$ cat src/rtl/frog_pkg.sv
// Shared types and key-index constants for the frog move controller.
package frog_pkg;

    typedef enum logic {IDLE, HOLD} move_state_t;

    localparam int unsigned NUM_KEYS = 4;
    localparam int unsigned KEY_L    = 3;
    localparam int unsigned KEY_R    = 2;
    localparam int unsigned KEY_F    = 1;
    localparam int unsigned KEY_B    = 0;

endpackage

$ cat src/rtl/key_debounce.sv
// One push-button: two-flop synchronizer plus a hold-time debounce counter.
// level is the accepted, active-high pressed state of the key.
module key_debounce #(
    parameter int unsigned DEBOUNCE_CYCLES = 4
) (
    input  logic clk,
    input  logic reset,
    input  logic key_n,
    output logic level
);

    localparam int unsigned CW = $clog2(DEBOUNCE_CYCLES);

    logic          sync1;
    logic          sync2;
    logic          key_s;
    logic [CW-1:0] cnt;

    assign key_s = ~sync2;

    // The counter restarts whenever the synchronized level matches the accepted
    // one, so only an uninterrupted run of DEBOUNCE_CYCLES disagreements flips it.
    always_ff @(posedge clk) begin
        if (reset) begin
            sync1 <= 1'b1;
            sync2 <= 1'b1;
            level <= 1'b0;
            cnt   <= '0;
        end else begin
            sync1 <= key_n;
            sync2 <= sync1;
            if (key_s == level) begin
                cnt <= '0;
            end else if (cnt == CW'(DEBOUNCE_CYCLES - 1)) begin
                level <= key_s;
                cnt   <= '0;
            end else begin
                cnt <= cnt + CW'(1);
            end
        end
    end

endmodule

$ cat src/rtl/frog_move_ctrl.sv
// Turns the four raw board keys into clean, mutually exclusive one-cycle move
// strobes and keeps a saturating per-round move counter.
module frog_move_ctrl
    import frog_pkg::*;
#(
    parameter int unsigned DEBOUNCE_CYCLES = 4,
    parameter int unsigned CNT_W           = 8
) (
    input  logic             clk,
    input  logic             reset,
    input  logic [3:0]       key_n,
    input  logic             enable,
    input  logic             round_win,
    output logic             L,
    output logic             R,
    output logic             F,
    output logic             B,
    output logic [CNT_W-1:0] move_count
);

    logic [NUM_KEYS-1:0] db;
    logic [NUM_KEYS-1:0] db_q;
    logic [NUM_KEYS-1:0] rise;
    logic                clean_press;
    logic                accept;
    move_state_t         state;

    for (genvar i = 0; i < NUM_KEYS; i++) begin : g_key
        key_debounce #(
            .DEBOUNCE_CYCLES(DEBOUNCE_CYCLES)
        ) u_debounce (
            .clk   (clk),
            .reset (reset),
            .key_n (key_n[i]),
            .level (db[i])
        );
    end

    // A press is clean only if it is the sole key down: one new rise and no
    // other debounced level already high.
    always_comb begin
        rise        = db & ~db_q;
        clean_press = $onehot(rise) && (db == rise);
        accept      = (state == IDLE) && clean_press && enable;
    end

    always_ff @(posedge clk) begin
        if (reset) begin
            db_q  <= '0;
            state <= IDLE;
            L     <= 1'b0;
            R     <= 1'b0;
            F     <= 1'b0;
            B     <= 1'b0;
        end else begin
            db_q <= db;
            L    <= 1'b0;
            R    <= 1'b0;
            F    <= 1'b0;
            B    <= 1'b0;
            case (state)
                IDLE: begin
                    if (rise != '0) begin
                        state <= HOLD;
                        if (accept) begin
                            L <= rise[KEY_L];
                            R <= rise[KEY_R];
                            F <= rise[KEY_F];
                            B <= rise[KEY_B];
                        end
                    end
                end
                HOLD: begin
                    if (db == '0) begin
                        state <= IDLE;
                    end
                end
                default: state <= IDLE;
            endcase
        end
    end

    always_ff @(posedge clk) begin
        if (reset) begin
            move_count <= '0;
        end else if (round_win) begin
            move_count <= '0;
        end else if (accept && (move_count != '1)) begin
            move_count <= move_count + CNT_W'(1);
        end
    end

endmodule

$ cat config.mk
export PLATFORM = sky130hd
export DESIGN_NAME = frog_move_ctrl
export DESIGN_NICKNAME = d
export VERILOG_FILES = /design/src/rtl/frog_pkg.sv /design/src/rtl/key_debounce.sv /design/src/rtl/frog_move_ctrl.sv
export SDC_FILE = /design/constraint.sdc
export NUM_CORES = 1
export LEC_CHECK = 0
export CAP_MARGIN = 20
export CORE_MARGIN = 3
export CORE_UTILIZATION = 56
export CTS_CLUSTER_DIAMETER = 80
export DETAILED_ROUTE_END_ITERATION = 6
export PLACE_DENSITY = 0.91
export SETUP_SLACK_MARGIN = 0.5
export SLEW_MARGIN = 20
export SYNTH_ARGS = -nofsm -noshare
export SYNTH_HDL_FRONTEND = slang
export SYNTH_SLANG_ARGS = --single-unit
$ cat constraint.sdc
create_clock -name clk -period 6 [get_ports clk]
set_input_delay 0.6 -clock clk [delete_from_list [all_inputs] [get_ports clk]]
set_output_delay 0.6 -clock clk [all_outputs]
set_load 0.01 [all_outputs]
==> load_flow_metrics.sql <==
INSERT INTO impl_metrics (metric_group, metric, value, unit) VALUES
('cells_and_area', 'drive_above_1_share', '0.104', ''),
('logic_synthesis', 'yosysMostFrequentCell', 'sky130_fd_sc_hd__dfxtp_1', ''),
('logic_synthesis', 'synth_flop_cell', 'sky130_fd_sc_hd__dfxtp_1', ''),
('logic_synthesis', 'ys_seq_elements', '37', ''),
('cells_and_area', 'nets', '189', ''),
('cells_and_area', 'multi_input_comb_area', '657', 'sq um'),
('placed_design', 'final_gp_congestion', '0.731', ''),
('sta', 'finalHoldViolations', '0', ''),
('power_and_ir_drop', 'sequentialPowerShare', '0.531', ''),
('sta', 'setup_viol', '0', ''),
('clocking', 'clk_latency', '0.33', 'ns'),
('hold_path', 'type_of_the_worst_min_delay_path', 'reg -> reg', ''),
('power_and_ir_drop', 'internal-power', '0.385', 'mW'),
('setup_path', 'setup.worst_path.start_class', 'flop', ''),
('grt', 'leftover_overflow_at_the_end_of_global_routing', '0', ''),
('grt', 'antenna_violations_before_repair', '0', ''),
('sta', 'period_minus_ws_final', '3.52', 'ns'),
('clocking', 'cts.reportedPaths.clkPinSlew', '0.11', 'ns'),
('sta', 'maxClockFrequency', '284', 'MHz'),
('setup_path', 'worstSetupPathType', 'reg -> reg', ''),
('power_and_ir_drop', 'power_per_cell_area', '268', 'nW/um^2'),
('die', 'die_h', '57.0', 'um'),
('logic_synthesis', 'area_of_the_mapped_netlist', '1460', 'sq um'),
('die', 'area_inside_the_core_boundary', '2340', 'sq um'),
('sta', 'grt_setup_unrepaired', 'false', ''),
('routing', 'wire_per_inst', '13.8', 'um'),
('sta', 'fin_skew', '0.00229', 'ns'),
('logic_synthesis', 'synth_simple_gate_area_frac', '0.238', ''),
('setup_path', 'endpoint_kind', 'flop', ''),
('logic_synthesis', 'netlist_instances', '151', ''),
('power_and_ir_drop', 'p_leak', '0.692', 'nW'),
('sta', 'period_share', '0.586', ''),
('clocking', 'tritoncts_num_sinks', '37', ''),
('logic_synthesis', 'syn-mean-instance-area', '9.64', 'sq um'),
('clocking', 'tritoncts', 'done', ''),
('logic_synthesis', 'synth_adder_area_share', '0.0825', ''),
('logic_synthesis', 'combinational_family_with_the_most_area_after_synthesis', 'simple AND/OR/NAND/NOR gates', ''),
('setup_path', 'worst_ep_required_time', '6.27', 'ns'),
('grt', 'grt_max_degree', '25', ''),
('power_and_ir_drop', 'power_switching_share', '0.183', ''),
('cells_and_area', 'diodes', '0', ''),
('logic_synthesis', 'ys_types', '31', ''),
('clocking', 'clk_path_buf_depth', '2', ''),
('power_and_ir_drop', 'power.combinational.fraction', '0.027', ''),
('routing', 'route.detailed.drc', '0', ''),
('cells_and_area', 'fill_cells', '177', ''),
('logic_synthesis', 'synth_seq_area_share', '0.509', ''),
('logic_synthesis', 'synthesis.nets', '168', ''),
('cells_and_area', 'syn2layout_area_growth', '21.2', '%'),
('setup_path', 'critical_path_peak_fanout', '14', ''),
('status', 'run_status', 'complete, no violations', ''),
('grt', 'globalRouteTotalUtil', '0.199', ''),
('logic_synthesis', 'synth.top_cell.area_share', '0.509', ''),
('routing', 'drtPass1Iterations', '4', ''),
('routing', 'vias', '1143', ''),
('clocking', 'cts_hold_buf', '0', ''),
('placed_design', 'placement.io_buffers', '19', ''),
('sta', 'final_max_slew_viol_count', '0', ''),
('routing', 'post_drt_via_cell_ratio', '5.69', ''),
('routing', 'drt_iter0_drc', '49', ''),
('power_and_ir_drop', 'vdd_drop_max', '257', 'uV'),
('logic_synthesis', 'synth-xor-area-share', '0.0241', ''),
('cells_and_area', 'post-route-cell-area', '1760', 'sq um'),
('routing', 'count_of_nets_left_with_antenna_violations_after_detail_routing', '0', ''),
('cells_and_area', 'area.sequential', '741', 'sq um'),
('clocking', 'numCtsBuffers', '5', ''),
('logic_synthesis', 'synth_area_leaders', 'sky130_fd_sc_hd__dfxtp_1 (51%), sky130_fd_sc_hd__ha_1 (6.9%), sky130_fd_sc_hd__nor2_1 (5.4%), sky130_fd_sc_hd__or2_2 (3.9%), sky130_fd_sc_hd__a211oi_1 (2.6%)', ''),
('placed_design', 'post_dp_area', '1660', 'sq um'),
('power_and_ir_drop', 'power_frac_clock', '0.442', ''),
('die', 'initial_core_util', '0.622', ''),
('logic_synthesis', 'yosys_warnings', '0', '');
[state kept, by name, summed over array words and instances (netlist names), 4 cells and up]
register	flops
db_q	4
g_key.u_debounce.level	4
g_key.u_debounce.sync1	4
move_count	8
g_key.u_debounce.cnt	8
g_key.u_debounce.sync2	4
[stage by stage]
stage	std cells	hold WS (ns)	power, mW	setup WS (ns)	util
after floorplan	151	0.389	0.262	3.19	-
after global placement	193	0.391	0.268	2.83	0.710
after detailed placement	193	0.401	0.269	2.60	0.710
after CTS	201	0.429	0.476	2.52	0.753
after global routing	201	0.442	0.488	2.13	0.753
final	201	0.425	0.472	2.48	0.753
[cell families after synthesis]
group,after synthesis
and+or+nand+nor,64
DFF,37
AOI/OAI and AO/OA,22
buffers and inverters,15
adders and majority gates,9
xor gates and xnor gates,4
[cell usage in the layout (no fill, tap or decap), types with 2 or more instances in the layout]
| cell | instances |
|---|---|
| sky130_fd_sc_hd__dfxtp_1 | 37 |
| sky130_fd_sc_hd__nor2_1 | 21 |
| sky130_fd_sc_hd__clkdlybuf4s50_1 | 19 |
| sky130_fd_sc_hd__inv_1 | 10 |
| sky130_fd_sc_hd__or2_2 | 9 |
| sky130_fd_sc_hd__ha_1 | 8 |
| sky130_fd_sc_hd__or3_1 | 6 |
| sky130_fd_sc_hd__a21oi_1 | 6 |
| sky130_fd_sc_hd__nand3_1 | 6 |
| sky130_fd_sc_hd__nor2b_1 | 5 |
| sky130_fd_sc_hd__a211oi_1 | 5 |
| sky130_fd_sc_hd__o31ai_1 | 5 |
| sky130_fd_sc_hd__clkbuf_4 | 5 |
| sky130_fd_sc_hd__xor2_1 | 4 |
| sky130_fd_sc_hd__nand2_1 | 4 |
| sky130_fd_sc_hd__or4_1 | 3 |
| sky130_fd_sc_hd__nand2b_1 | 2 |
| sky130_fd_sc_hd__and4_1 | 2 |
| sky130_fd_sc_hd__bufinv_16 | 2 |
[worst paths after layout]
check	start	endpoint	slack [ns]	cells after the start
max	g_key[3].u_debounce.level	move_count[4]	2.48	9
min	g_key[2].u_debounce.sync1	g_key[2].u_debounce.sync2	0.42	1
max reg2reg	g_key[3].u_debounce.level	move_count[4]	2.48	9
min reg2reg	g_key[2].u_debounce.sync1	g_key[2].u_debounce.sync2	0.42	1
[layout make-up]
cell class              instances  share of cell area
flip-flops and latches         37               0.420
inverters                      10              0.0213
repair buffers                 19               0.108
multi-input cells              99               0.373
clock buffers                   5              0.0213
well taps                      28              0.0199
clock inverters                 3              0.0369
[power groups by stage]
stage | logic [mW] | clock network (mW) | registers (mW)
3_3_place_gp | 0.0122 | 0 | 0.256
2_1_floorplan | 0.00691 | 0 | 0.256
5_1_grt | 0.0146 | 0.222 | 0.251
6_report | 0.0129 | 0.209 | 0.250
4_1_cts | 0.0130 | 0.213 | 0.250
3_5_place_dp | 0.0129 | 0 | 0.256
[worst max-delay path, stage by stage, from the launching register on]
cell	delay (ns)
sky130_fd_sc_hd__dfxtp_1	0.43
sky130_fd_sc_hd__or2b_1	0.29
sky130_fd_sc_hd__inv_1	0.09
sky130_fd_sc_hd__fa_1	0.43
sky130_fd_sc_hd__ha_1	0.20
sky130_fd_sc_hd__ha_1	0.28
sky130_fd_sc_hd__nor4b_1	0.45
sky130_fd_sc_hd__nand4_1	0.48
sky130_fd_sc_hd__or4_1	0.64
sky130_fd_sc_hd__a21oi_1	0.17
[metal layers]
metal	part of all wire	wire length, um	global-route usage	vias up
met2	0.49	1360	0.308	41
met5	0	0	0	-
li1	-	-	-	570
met4	0.021	57	0.0861	0
met1	0.42	1170	0.244	525
met3	0.062	172	0.0792	7
(Power assumes the default switching activity.)
